==> src/rtl/spi_arbiter.sv <==
// spi_arbiter: round-robin arbiter sharing one SPI master among three requesters,
// with per-transaction timeout and a GAP state that waits for m_done to fall.
module spi_arbiter #(
  parameter int DW      = 8,
  parameter int TIMEOUT = 255
) (
  input  logic            CLK_M,
  input  logic            reset,
  input  logic [2:0]      req,
  input  logic [3*DW-1:0] tx_data,
  output logic [2:0]      gnt,
  output logic [2:0]      ack,
  output logic [2:0]      err,
  output logic [DW-1:0]   rx_data,
  output logic            m_transmit,
  output logic            m_d_valid,
  output logic [DW-1:0]   m_data,
  input  logic            m_done,
  input  logic [DW-1:0]   m_rx,
  output logic            busy
);
  typedef enum logic [2:0] {IDLE, LOAD, WAIT, DONE, GAP} state_t;
  localparam logic [15:0] TLAST = 16'(TIMEOUT - 1);

  state_t        state_q, state_d;
  logic [1:0]    ptr_q, ptr_d, idx_q, idx_d, sel, c1, c2;
  logic [2:0]    gnt_q, gnt_d;
  logic [15:0]   cnt_q, cnt_d;
  logic [DW-1:0] rx_q, rx_d, md_q, md_d;
  logic          tmo;

  function automatic logic [1:0] inc3(input logic [1:0] v, input logic [1:0] k);
    logic [2:0] s;
    s = {1'b0, v} + {1'b0, k};
    return (s >= 3'd3) ? 2'(s - 3'd3) : s[1:0];
  endfunction

  // search starts at ptr and wraps 2->0
  assign c1  = inc3(ptr_q, 2'd1);
  assign c2  = inc3(ptr_q, 2'd2);
  assign sel = req[ptr_q] ? ptr_q : req[c1] ? c1 : c2;
  assign tmo = cnt_q == TLAST;

  always_ff @(posedge CLK_M or negedge reset) begin
    if (!reset) begin
      state_q <= IDLE;
      ptr_q   <= '0;
      idx_q   <= '0;
      gnt_q   <= '0;
      cnt_q   <= '0;
      rx_q    <= '0;
      md_q    <= '0;
    end else begin
      state_q <= state_d;
      ptr_q   <= ptr_d;
      idx_q   <= idx_d;
      gnt_q   <= gnt_d;
      cnt_q   <= cnt_d;
      rx_q    <= rx_d;
      md_q    <= md_d;
    end
  end

  always_comb begin
    state_d = state_q;
    ptr_d   = ptr_q;
    idx_d   = idx_q;
    gnt_d   = gnt_q;
    cnt_d   = cnt_q;
    rx_d    = rx_q;
    md_d    = md_q;
    case (state_q)
      IDLE: if (|req) begin
        state_d = LOAD;
        idx_d   = sel;
        gnt_d   = 3'b001 << sel;
        md_d    = tx_data[sel*DW +: DW];
      end
      LOAD: begin
        state_d = WAIT;
        cnt_d   = '0;
      end
      WAIT: if (m_done) begin
        state_d = DONE;
        rx_d    = m_rx;
      end else if (tmo) begin
        state_d = GAP;
        gnt_d   = '0;
      end else begin
        cnt_d = cnt_q + 16'd1;
      end
      DONE: begin
        state_d = GAP;
        gnt_d   = '0;
      end
      GAP: if (!m_done) begin
        state_d = IDLE;
        ptr_d   = inc3(idx_q, 2'd1);
      end
      default: state_d = IDLE;
    endcase
  end

  // err is raised in the last WAIT cycle so it still coincides with gnt
  always_comb begin
    m_transmit = state_q == LOAD || state_q == WAIT;
    m_d_valid  = state_q == WAIT;
    busy       = state_q != IDLE;
    ack        = (state_q == DONE) ? gnt_q : 3'b000;
    err        = (state_q == WAIT && !m_done && tmo) ? gnt_q : 3'b000;
    gnt        = gnt_q;
    rx_data    = rx_q;
    m_data     = md_q;
  end
endmodule

==> config.mk <==
export PLATFORM = sky130hd
export DESIGN_NAME = spi_arbiter
export DESIGN_NICKNAME = d
export VERILOG_FILES = /design/src/rtl/spi_arbiter.sv
export SDC_FILE = /design/constraint.sdc
export NUM_CORES = 1
export LEC_CHECK = 0
export CAP_MARGIN = 40
export CORE_ASPECT_RATIO = 1.1
export CORE_MARGIN = 2
export CORE_UTILIZATION = 45
export CTS_BUF_LIST = sky130_fd_sc_hd__clkbuf_4 sky130_fd_sc_hd__clkbuf_8 sky130_fd_sc_hd__clkbuf_16
export CTS_CLUSTER_SIZE = 28
export DETAILED_ROUTE_END_ITERATION = 7
export PLACE_DENSITY = 0.76
export REMOVE_ABC_BUFFERS = 1
export SLEW_MARGIN = 40
export SYNTH_ARGS = -nofsm -noshare
export SYNTH_HDL_FRONTEND = slang
export SYNTH_SLANG_ARGS = --single-unit
==> constraint.sdc <==
create_clock -name CLK_M -period 2.1 [get_ports CLK_M]
set_input_delay 0.21 -clock CLK_M [delete_from_list [all_inputs] [get_ports CLK_M]]
set_output_delay 0.21 -clock CLK_M [all_outputs]
set_load 0.02 [all_outputs]
# After elaboration in Yosys (flattened, before gate mapping)
# Index checks and enable logic that the tools add are counted.
word_totals:
  register_bits: 42
  latchBits: 0
  mem_bits_rw: 0
  romBits: 0
  in_bits: 38
  out_inout_bits: 28
  word_cells: 71
  mem_count: 0
op_classes:
  addsub: 7
  n_mul: 0
  div: 0
  n_lt_le_gt_ge: 5
  eq_ne: 11
  n_shift: 2
  n_mux: 23
  bitwise_logic: 1
  reduce_logical: 15
op_table:
  columns: ["cell", "count"]
  rows:
  - ["two-way mux 16 bit", 2]
  - ["case mux 16 bit (2 select lines)", 1]
  - ["two-way mux 3 bit", 9]
  - ["indexed part select 24 x 6 -> 8 bit", 1]
  - ["adder 16 x 1 -> 16 bit (second input constant)", 1]
  - ["== test 16 x 8 -> 1 bit (second input constant)", 1]
  - ["case mux 3 bit (5 select lines)", 1]
  - ["two-way mux 2 bit", 5]
  - [">= comparator 3 x 2 -> 1 bit (second input constant)", 3]
  - ["case mux 3 bit (3 select lines)", 1]
  - ["inequality test 2 bit (second input constant)", 4]
  - ["adder 2 x 1 -> 3 bit (second input constant)", 2]
  - ["== test 3 x 2 -> 1 bit (second input constant)", 2]
  - ["less-than comparator 2 x 3 -> 1 bit (second input constant)", 2]
  - ["AND reduction 2 bit", 3]
  - ["AND reduction 3 bit", 2]
  - ["nonzero test 3 bit", 2]
  - ["subtractor 2 bit (second input constant)", 3]
  - ["binary-select mux 1 bit (select 2 bit)", 2]
  - ["AND reduction 4 bit", 1]
  - ["adder 2 x 2 -> 3 bit (second input constant)", 1]
  - ["== test 3 x 1 -> 1 bit (second input constant)", 1]
  - ["== test 3 bit (second input constant)", 1]
  - ["logical NOT 3 bit", 1]
  - ["10 further kinds", 12]

# Longest topological paths before layout
# Gate-level depths: netlist of run 1.
logic_depth:
  depth_word: 10
  depth_mapped: 8

# Worst setup path before layout of run 1
# Ideal clock, no wire load.
synth_path:
  path_kind: "flip-flop to flip-flop"
  startpoint: "register ptr_q[1]"
  endpoint: "register md_q[6] (netlist: m_data[6])"
  setup_time_ns: 0.129
  arrival_ns: 1.753
  required_ns: 1.971
  slack_ns: 0.219
  stages_incl_launch_ff: 9
  path_cell_list: "dfrtp_1 > inv_1 > ha_1 > nand2b_1 > a21o_1 > a31oi_1 > buf_2 > mux2i_1 > o211ai_2"
synth_via:
  elab_chain_len: 8
  elab_cells_between_ends: 15
  cone_classes: "add/sub (4); order compare (2); shift (1); mux (8)"
synth_lines:
  columns: ["element", "line", "source"]
  rows:
  - ["from (decl)", "26", "logic [1:0] ptr_q, ptr_d, idx_q, idx_d, sel, c1, c2;"]
  - ["from (signal assigned)", "55", "ptr_q <= ptr_d;"]
  - ["adder 2 x 1 -> 3 bit", "34", "s = {1'b0, v} + {1'b0, k};"]
  - [">= comparator 3 x 2 -> 1 bit or subtractor 2 bit (tied branches)", "35", "return (s >= 3'd3) ? 2'(s - 3'd3) : s[1:0];"]
  - ["two-way mux 2 bit", "35", null]
  - ["binary-select mux 1 bit (select 2 bit)", "41", "assign sel = req[ptr_q] ? ptr_q : req[c1] ? c1 : c2;"]
  - ["two-way mux 1 bit (implied by the code)", "41", null]
  - ["two-way mux 2 bit", "41", null]
  - ["two-way mux 2 bit (*)", "41", null]
  - ["indexed part select 24 x 6 -> 8 bit (*)", "77", "md_d = tx_data[sel*DW +: DW];"]
  - ["to (signal assigned)", "60", "md_q <= md_d;"]
  - ["to (decl)", "29", "logic [DW-1:0] rx_q, rx_d, md_q, md_d;"]
# Every way passes the cells marked *; elsewhere a longest branch is shown, timed or not. The select of a mux whose other input is x is not followed.
# A chain may end at the register's enable or synchronous reset.

# Final worst setup path of run 1
layout_path:
  startpoint: "register ptr_q[0]"
  endpoint: "register md_q[7] (netlist: m_data[7])"
# The elaborated chain is that of the path after synthesis.

==> results of run 1 <==
==> state kept, by name, indices dropped and copies added (netlist names) <==
| name | flops |
|---|---|
| cnt_q | 16 |
| m_data | 8 |
| rx_data | 8 |
| gnt | 3 |
| state_q | 3 |
| idx_q | 2 |
| ptr_q | 2 |
==> cell families after synthesis <==
kind of cell	Yosys count
AND/OR/NAND/NOR	99
flip-flops	42
multiplexers	16
buffers and inverters	14
XOR/XNOR	14
AO/OA/AOI/OAI	33
adder cells (fa/ha/maj)	5
==> layer usage <==
layer	vias up	track usage
met3	10	0.04040
li1	970	-
met5	-	0
met1	971	0.2568
met4	0	0.06481
met2	45	0.3364
==> layout by cell type, fill, tap and decap left out, types with 2 or more instances in the layout <==
master / instances
nand2b_1: 3
o211ai_2: 8
buf_4: 19
clkbuf_2: 3
clkdlybuf4s50_1: 57
and3_1: 4
dfrtp_1: 41
a21o_1: 2
a21oi_1: 4
and4_4: 2
nand4_1: 14
o21ai_0: 7
nor2_1: 16
mux2_2: 8
nor2_2: 5
xor2_1: 14
nor3_1: 2
nand2_1: 21
and2_1: 8
o21ai_1: 3
nand3_1: 8
mux2i_1: 8
clkbuf_8: 6
nor2b_1: 3
nor3_2: 2
ha_1: 5
nor3b_1: 2
inv_1: 7
dlymetal6s2s_1: 4
bufinv_16: 2
==> per-stage QoR <==
step,setup WS (ns),setup TNS [ns]
final,0.1030,0
after global placement,0.06136,0
after CTS,0.004308,0
after detailed placement,-0.04248,-0.08505
after floorplan,-0.6317,-6.594
after global routing,0.01025,0
==> worst max-delay path: stages (launching register included) <==
cell and delay, ns:
dfrtp_1 0.44, inv_1 0.09, ha_1 0.34, nor2b_1 0.12, o21ai_1 0.08, a31oi_2 0.26
buf_12 0.20, mux2i_1 0.24, o211ai_2 0.10
==> power by group through the flow <==
stage,Sequential (W),Clock (W),Combinational (W)
floorplan,0.00146,0,0.00116
finish,0.00124,0.000786,0.00242
CTS,0.00124,0.000801,0.00244
global route,0.00127,0.000828,0.00261
global placement,0.00124,0,0.00240
detailed placement,0.00124,0,0.00242
==> repair_timing <==
item                                    in CTS  in global routing
endpoints found under the setup margin       6                 13
hold buffers                                 1                  0
gates resized for setup                      7                  9
pin swaps                                    0                  0
hold endpoints to repair                    41                  0
==> worst min path at each step <==
stage | startpoint | to | slack [ns] | depth (start not counted)
final | m_data[2] | m_data[2] | 0.49 | 2
after global routing | tx_data[19] | m_data[3] | 0.51 | 3
after CTS | m_data[2] | m_data[2] | 0.50 | 2
after detailed placement | reset | cnt_q[2] | 0.31 | 2
after global placement | reset | cnt_q[3] | 0.30 | 2
after floorplan | reset | cnt_q[0] | -0.09 | 0
==> cell type report <==
cell class | instances | area share
multi-input combinational | 167 | 0.3696
sequential | 42 | 0.3143
timing repair buffer | 86 | 0.2429
clock buffer | 6 | 0.02466
tap | 58 | 0.02167
clock inverter | 2 | 0.01794
inverter | 8 | 0.008969
==> impl_summary.log, run 1 <==
[metrics] status: finished, final reports clean
[metrics] worst IR drop on VDD: 1.025 mV
[metrics] GRT Residual Overflow: 0
[metrics] number of buffers created by CTS: 5
[metrics] Worst EP arrival: 2.17 ns
[metrics] worst-case hold slack: 0.4908 ns
[metrics] most frequently used flop master after synthesis: dfrtp_1
[metrics] Power, Total: 0.004443 W
[metrics] Final Core Density: 0.6697
[metrics] Via Count: 1996
[metrics] pwr/cell area: 1327 mW/mm^2
[metrics] Yosys warning count: 0
[metrics] compound-cell area share of the yosys netlist: 0.1187
[metrics] worst flop-to-flop path startpoint: ptr_q[0]
[metrics] Sequential cell area: 0.001052 mm^2
[metrics] maximum clock path buffer count: 2
[metrics] H-tree levels: 2
[metrics] number of vias per cell: 5.409
[metrics] area share of the leading cell type in the synthesized netlist: 0.4492
[metrics] average cell area after synthesis: 10.49 um^2
[metrics] clock skew: 0.01056 ns
[metrics] CP Max Fanout: 20
[metrics] Met2 Routed Length: 2851 um
[metrics] layout overhead on the synthesized area: 43.10%
[metrics] setup bufs post-CTS: 0
[metrics] share of the clock period used by the worst path after layout: 0.9510
[metrics] clock slew at the register clock pins of the worst setup and hold paths: 0.08 ns
[metrics] count of input and output buffers: 65
[metrics] initial drt markers: 103
[metrics] count of final hold-check violations: 0
[metrics] Tmin final: 1.997 ns
[metrics] simple-gate portion of the synthesized area: 0.2535
[metrics] Core ar.: 0.005000 mm^2
[metrics] cell area after layout: 0.003348 mm^2
[metrics] part of the total power dissipated in sequential elements: 0.279
[metrics] unrepaired setup endpoints after global routing: false
[metrics] most numerous cell types in the synthesized netlist: 42 x dfrtp_1, 21 x nand2_1, 16 x nor2_1, 14 x nand4_1, 14 x xor2_1
[metrics] number of standard cells after synthesis: 223
[metrics] most numerous cell in the Yosys netlist: dfrtp_1
[metrics] xor/xnor cell area share of the yosys netlist: 0.05241
[metrics] Routed Antenna Nets: 0
[metrics] netlist area before placement: 0.002340 mm^2
[metrics] highest routed layer: met4
[metrics] static leakage power: 1.590 nW
[metrics] Rel. slew slack: 0.6461
[metrics] startpoint of the worst setup timing path: ptr_q[0]
[metrics] Comb power frac: 0.544
[metrics] routability congestion estimate: 0.8117
[metrics] area after detailed placement: 0.003194 mm^2
[metrics] library cell used as clock root buffer: clkbuf_8
[metrics] top cell type by total area after synthesis: dfrtp_1
[metrics] worst-case register-to-register setup slack: 0.10 ns
[metrics] crit path kind: reg2reg
[metrics] later-pin clock latency in the skew report: 0.30 ns
[metrics] clock tree from TritonCTS: built
[metrics] effective utilization at floorplan: 0.4680
[metrics] endpoint type of the worst setup path: flop
[metrics] FILL cells: 388
[metrics] capturing element of the worst setup path: m_data[7]
[metrics] arithmetic-cell share of the synthesized area counting full adders, half adders and majority gates: 0.02674
[metrics] critical path launch point type: flop
[metrics] number of library cell types mapped by synthesis: 45
[metrics] required time of the critical path: 2.27 ns
[metrics] number of failing setup endpoints in the final timing report: 0
[metrics] number of nets at the end of the flow: 353
[metrics] Boundary Pins: 66
[metrics] global-route wire length before repair: 9101 um
[metrics] drt first pass iters: 4
[metrics] die span in y: 79.63 um
[metrics] number of cell rows: 27
[metrics] Peak Freq: 0.5007 GHz
[metrics] DRT Wirelength: 5429 um
[metrics] reg2reg path depth: 8
[metrics] Final Non-Filler Cells: 369
[metrics] DR WL met3: 204 um
[metrics] largest family of logic cells by synthesized area: simple AND/OR/NAND/NOR gates
[metrics] clock share of power: 0.177
[metrics] antenna violations before repair: 0
[metrics] most area-consuming cells after synthesis: dfrtp_1 45%, xor2_1 5.2%, o211ai_2 4.3%
[metrics] total of flip-flops plus latches after synthesis: 42
[metrics] number of synthesized flops with an enable pin: 0
[metrics] Cell Count Post-Placement: 360
[metrics] average wire per cell in the routed design: 14.71 um
[metrics] maximum number of pins on one net before global-route repair: 43
[metrics] proportion of layout cells with a drive suffix above 1: 0.2154
[metrics] area of combinational cells with multiple inputs: 0.001237 mm^2
[metrics] Worst Hold Class: reg2reg
[metrics] remaining routing DRC violations: 0
[metrics] die span in x: 72.75 um
[metrics] proportion of synthesized flip-flops having asynchronous set or reset: 1.000
[metrics] total global routing track utilization: 0.2004
[metrics] Met1 Routed Length: 2294 um
[metrics] final max-slew violation count: 0
[metrics] Clock Sink Count: 42
[metrics] slew at the pin with the worst max-slew slack: 0.5308 ns
[metrics] switching power: 0.001725 W
[metrics] Final HPWL DP: 3905 um
[metrics] internal power component: 0.002718 W
[metrics] number of global-route vias before repair: 1993
[metrics] endpoint of the worst register-to-register path: m_data[7]
[metrics] number of maximum-capacitance violations: 0
[metrics] sw frac: 0.3883
[metrics] sequential area share after synthesis: 0.4492
[metrics] mux cell area share after synthesis: 0.07273
[metrics] area enclosed by the die boundary: 0.005793 mm^2
[metrics] diode count: 0
No activity file was read; power rests on OpenSTA's default activity.
==> run 2: changes to the inputs <==
--- a/config.mk
+++ b/config.mk
@@ -8,11 +8,12 @@
 export CAP_MARGIN = 40
 export CORE_ASPECT_RATIO = 1.1
 export CORE_MARGIN = 2
-export CORE_UTILIZATION = 45
+export CORE_UTILIZATION = 48
 export CTS_BUF_LIST = sky130_fd_sc_hd__clkbuf_4 sky130_fd_sc_hd__clkbuf_8 sky130_fd_sc_hd__clkbuf_16
 export CTS_CLUSTER_SIZE = 28
 export DETAILED_ROUTE_END_ITERATION = 7
-export PLACE_DENSITY = 0.76
+export MAX_ROUTING_LAYER = met4
+export PLACE_DENSITY = 0.8
 export REMOVE_ABC_BUFFERS = 1
 export SLEW_MARGIN = 40
 export SYNTH_ARGS = -nofsm -noshare
==> constraint.sdc (replaced) <==
create_clock -name CLK_M -period 2.1 [get_ports CLK_M]
set_input_delay 0.42 -clock CLK_M [delete_from_list [all_inputs] [get_ports CLK_M]]
set_output_delay 0.42 -clock CLK_M [all_outputs]
set_load 0.02 [all_outputs]
==> impl_summary.log, run 2 (synthesized netlist as in run 1, its figures left out) <==
[metrics] status: finished, violations left
[metrics] violations in the final reports: setup timing
[metrics] remaining routing DRC violations: 0
[metrics] CP Max Fanout: 3
[metrics] initial drt markers: 81
[metrics] maximum number of pins on one net before global-route repair: 43
[metrics] most common cell after layout, fill and taps aside: clkdlybuf4s50_1
[metrics] top library cells by usage in the layout, fill and taps aside: 55 x clkdlybuf4s50_1, 39 x dfrtp_1, 36 x buf_4
[metrics] clock skew: 0.005551 ns
[metrics] slew at the pin with the worst max-slew slack: 0.5335 ns
[metrics] later-pin clock latency in the skew report: 0.30 ns
[metrics] antenna violations before repair: 0
[metrics] drt first pass iters: 4
[metrics] Boundary Pins: 66
[metrics] Via Count: 2057
[metrics] worst IR drop on VDD: 1.014 mV
[metrics] Rel. slew slack: 0.6443
[metrics] die span in x: 70.57 um
[metrics] Final Non-Filler Cells: 383
[metrics] die span in y: 77.23 um
[metrics] proportion of layout cells with a drive suffix above 1: 0.2844
[metrics] cell type group with the largest total delay on the critical path: simple AND/OR/NAND/NOR gates
[metrics] number of buffers created by CTS: 5
[metrics] Clock Sink Count: 42
[metrics] required time of the critical path: 1.68 ns
[metrics] library cell used as clock root buffer: clkbuf_8
[metrics] DRT Wirelength: 5611 um
[metrics] critical path launch point type: flop
[metrics] routability congestion estimate: 0.8531
[metrics] CP Cell Sequence: inv_1 -> ha_1 -> and4bb_2 -> nand4_4 -> nor3_4 -> and2_4 -> buf_6
[metrics] Tmin final: 2.115 ns
[metrics] Peak Freq: 0.4729 GHz
[metrics] number of vias per cell: 5.371
[metrics] maximum clock path buffer count: 2
[metrics] GRT Residual Overflow: 0
[metrics] pwr/cell area: 1240 mW/mm^2
[metrics] Power, Total: 0.004248 W
[metrics] diode count: 0
[metrics] Routed Antenna Nets: 0
[metrics] post-placement worst setup slack: -0.3451 ns
[metrics] number of failing setup endpoints in the final timing report: 3
[metrics] share of the clock period used by the worst path after layout: 1.007
[metrics] max reg flops: 16
[metrics] number of maximum-capacitance violations: 0
[metrics] H-tree levels: 2
[metrics] area after detailed placement: 0.003304 mm^2
[metrics] FILL cells: 386
[metrics] count of final hold-check violations: 0
[metrics] crit path kind: reg2out
[metrics] Cell Count Post-Placement: 373
[metrics] Final HPWL DP: 4173 um
[metrics] cell at the slowest stage of the critical path: dfrtp_1
[metrics] number of global-route vias before repair: 2142
[metrics] global-route wire length before repair: 9694 um
[metrics] layout overhead on the synthesized area: 46.42%
[metrics] count of input and output buffers: 65
[metrics] final max-slew violation count: 0
[metrics] Worst EP arrival: 1.69 ns
[metrics] largest register by flop count: cnt_q
[metrics] Worst Hold Class: in2async
[metrics] Core ar.: 0.004684 mm^2
[metrics] slowest stage delay, CP: 0.38 ns
[metrics] effective utilization at floorplan: 0.4995
[metrics] static leakage power: 1.611 nW
[metrics] area enclosed by the die boundary: 0.005450 mm^2
[metrics] clock slew at the register clock pins of the worst setup and hold paths: 0.08 ns
[metrics] number of cell rows: 26
[metrics] buffers plus inverters on the worst setup path: 2
[metrics] Final Core Density: 0.7313
[metrics] endpoint type of the worst setup path: output pin
[metrics] total global routing track utilization: 0.2272
[metrics] clock tree from TritonCTS: built
[metrics] number of nets at the end of the flow: 369
[metrics] cell area after layout: 0.003426 mm^2
[metrics] unrepaired setup endpoints after global routing: true
[metrics] fin worst setup slack: -0.01475 ns
[metrics] average wire per cell in the routed design: 14.65 um
[run 2: worst reg2reg max path, delay by kind of cell (launching register included)]
family          cells  cell delay, ns
buf+inv             2            0.27
simple gates        1            0.13
compound gates      3            0.43
flops               1            0.42
mux                 1            0.25
fa+ha+maj           1            0.34
[run 2: area by class of cell]
type	instances	area [um^2]	share of cell area
clock buffer	7	90.09	0.02630
inverter	8	30.03	0.008766
sequential	42	1055	0.3079
clock inverter	1	5.005	0.001461
tap	56	70.07	0.02045
multi-input combinational	167	1251	0.3652
timing repair buffer	102	924.6	0.2699
[run 2: metrics by stage]
| step | hold slack (ns) | TNS, ns |
|---|---|---|
| after floorplan | 0.1244 | -6.594 |
| after global placement | 0.4677 | -0.7787 |
| after detailed placement | 0.4695 | -1.138 |
| after CTS | 0.1959 | -0.1994 |
| after global routing | 0.2381 | -0.2455 |
| final | 0.1776 | -0.03760 |
[run 2: routing by layer]
| metal | wire, um | GRT usage | up-vias |
|---|---|---|---|
| met5 | 0 | - | - |
| met2 | 2868 | 0.3868 | 60 |
| met4 | 72 | 0.06981 | 0 |
| met3 | 263 | 0.04074 | 11 |
| met1 | 2407 | 0.2746 | 985 |
| li1 | - | - | 1001 |
[run 2: timing repair]
action	4_1_cts	5_1_grt
gates resized for setup	25	15
setup buffers	1	1
endpoints found under the setup margin	8	16
hold endpoints to repair	0	0
pin swaps	4	1
hold buffers	0	0
[run 2: final timing paths]
kind	start	end	slack [ns]	cells after the start
worst max-delay path	cnt_q[0]	err[1]	-0.01	7
worst min-delay path	reset	cnt_q[12]	0.18	2
worst max register to register	ptr_q[0]	m_data[2]	0.15	8
worst min register to register	m_data[2]	m_data[2]	0.50	2
max in group asynchronous	reset	state_q[1]	1.52	2
min in group CLK_M	m_data[2]	m_data[2]	0.50	2
[run 2: power breakdown]
| part | leakage (nW) | internal, W | switching (W) |
|---|---|---|---|
| Clock | 0.0517 | 0.000278 | 0.000272 |
| Sequential | 0.541 | 0.00107 | 0.000189 |
| Combinational | 1.02 | 0.00116 | 0.00128 |
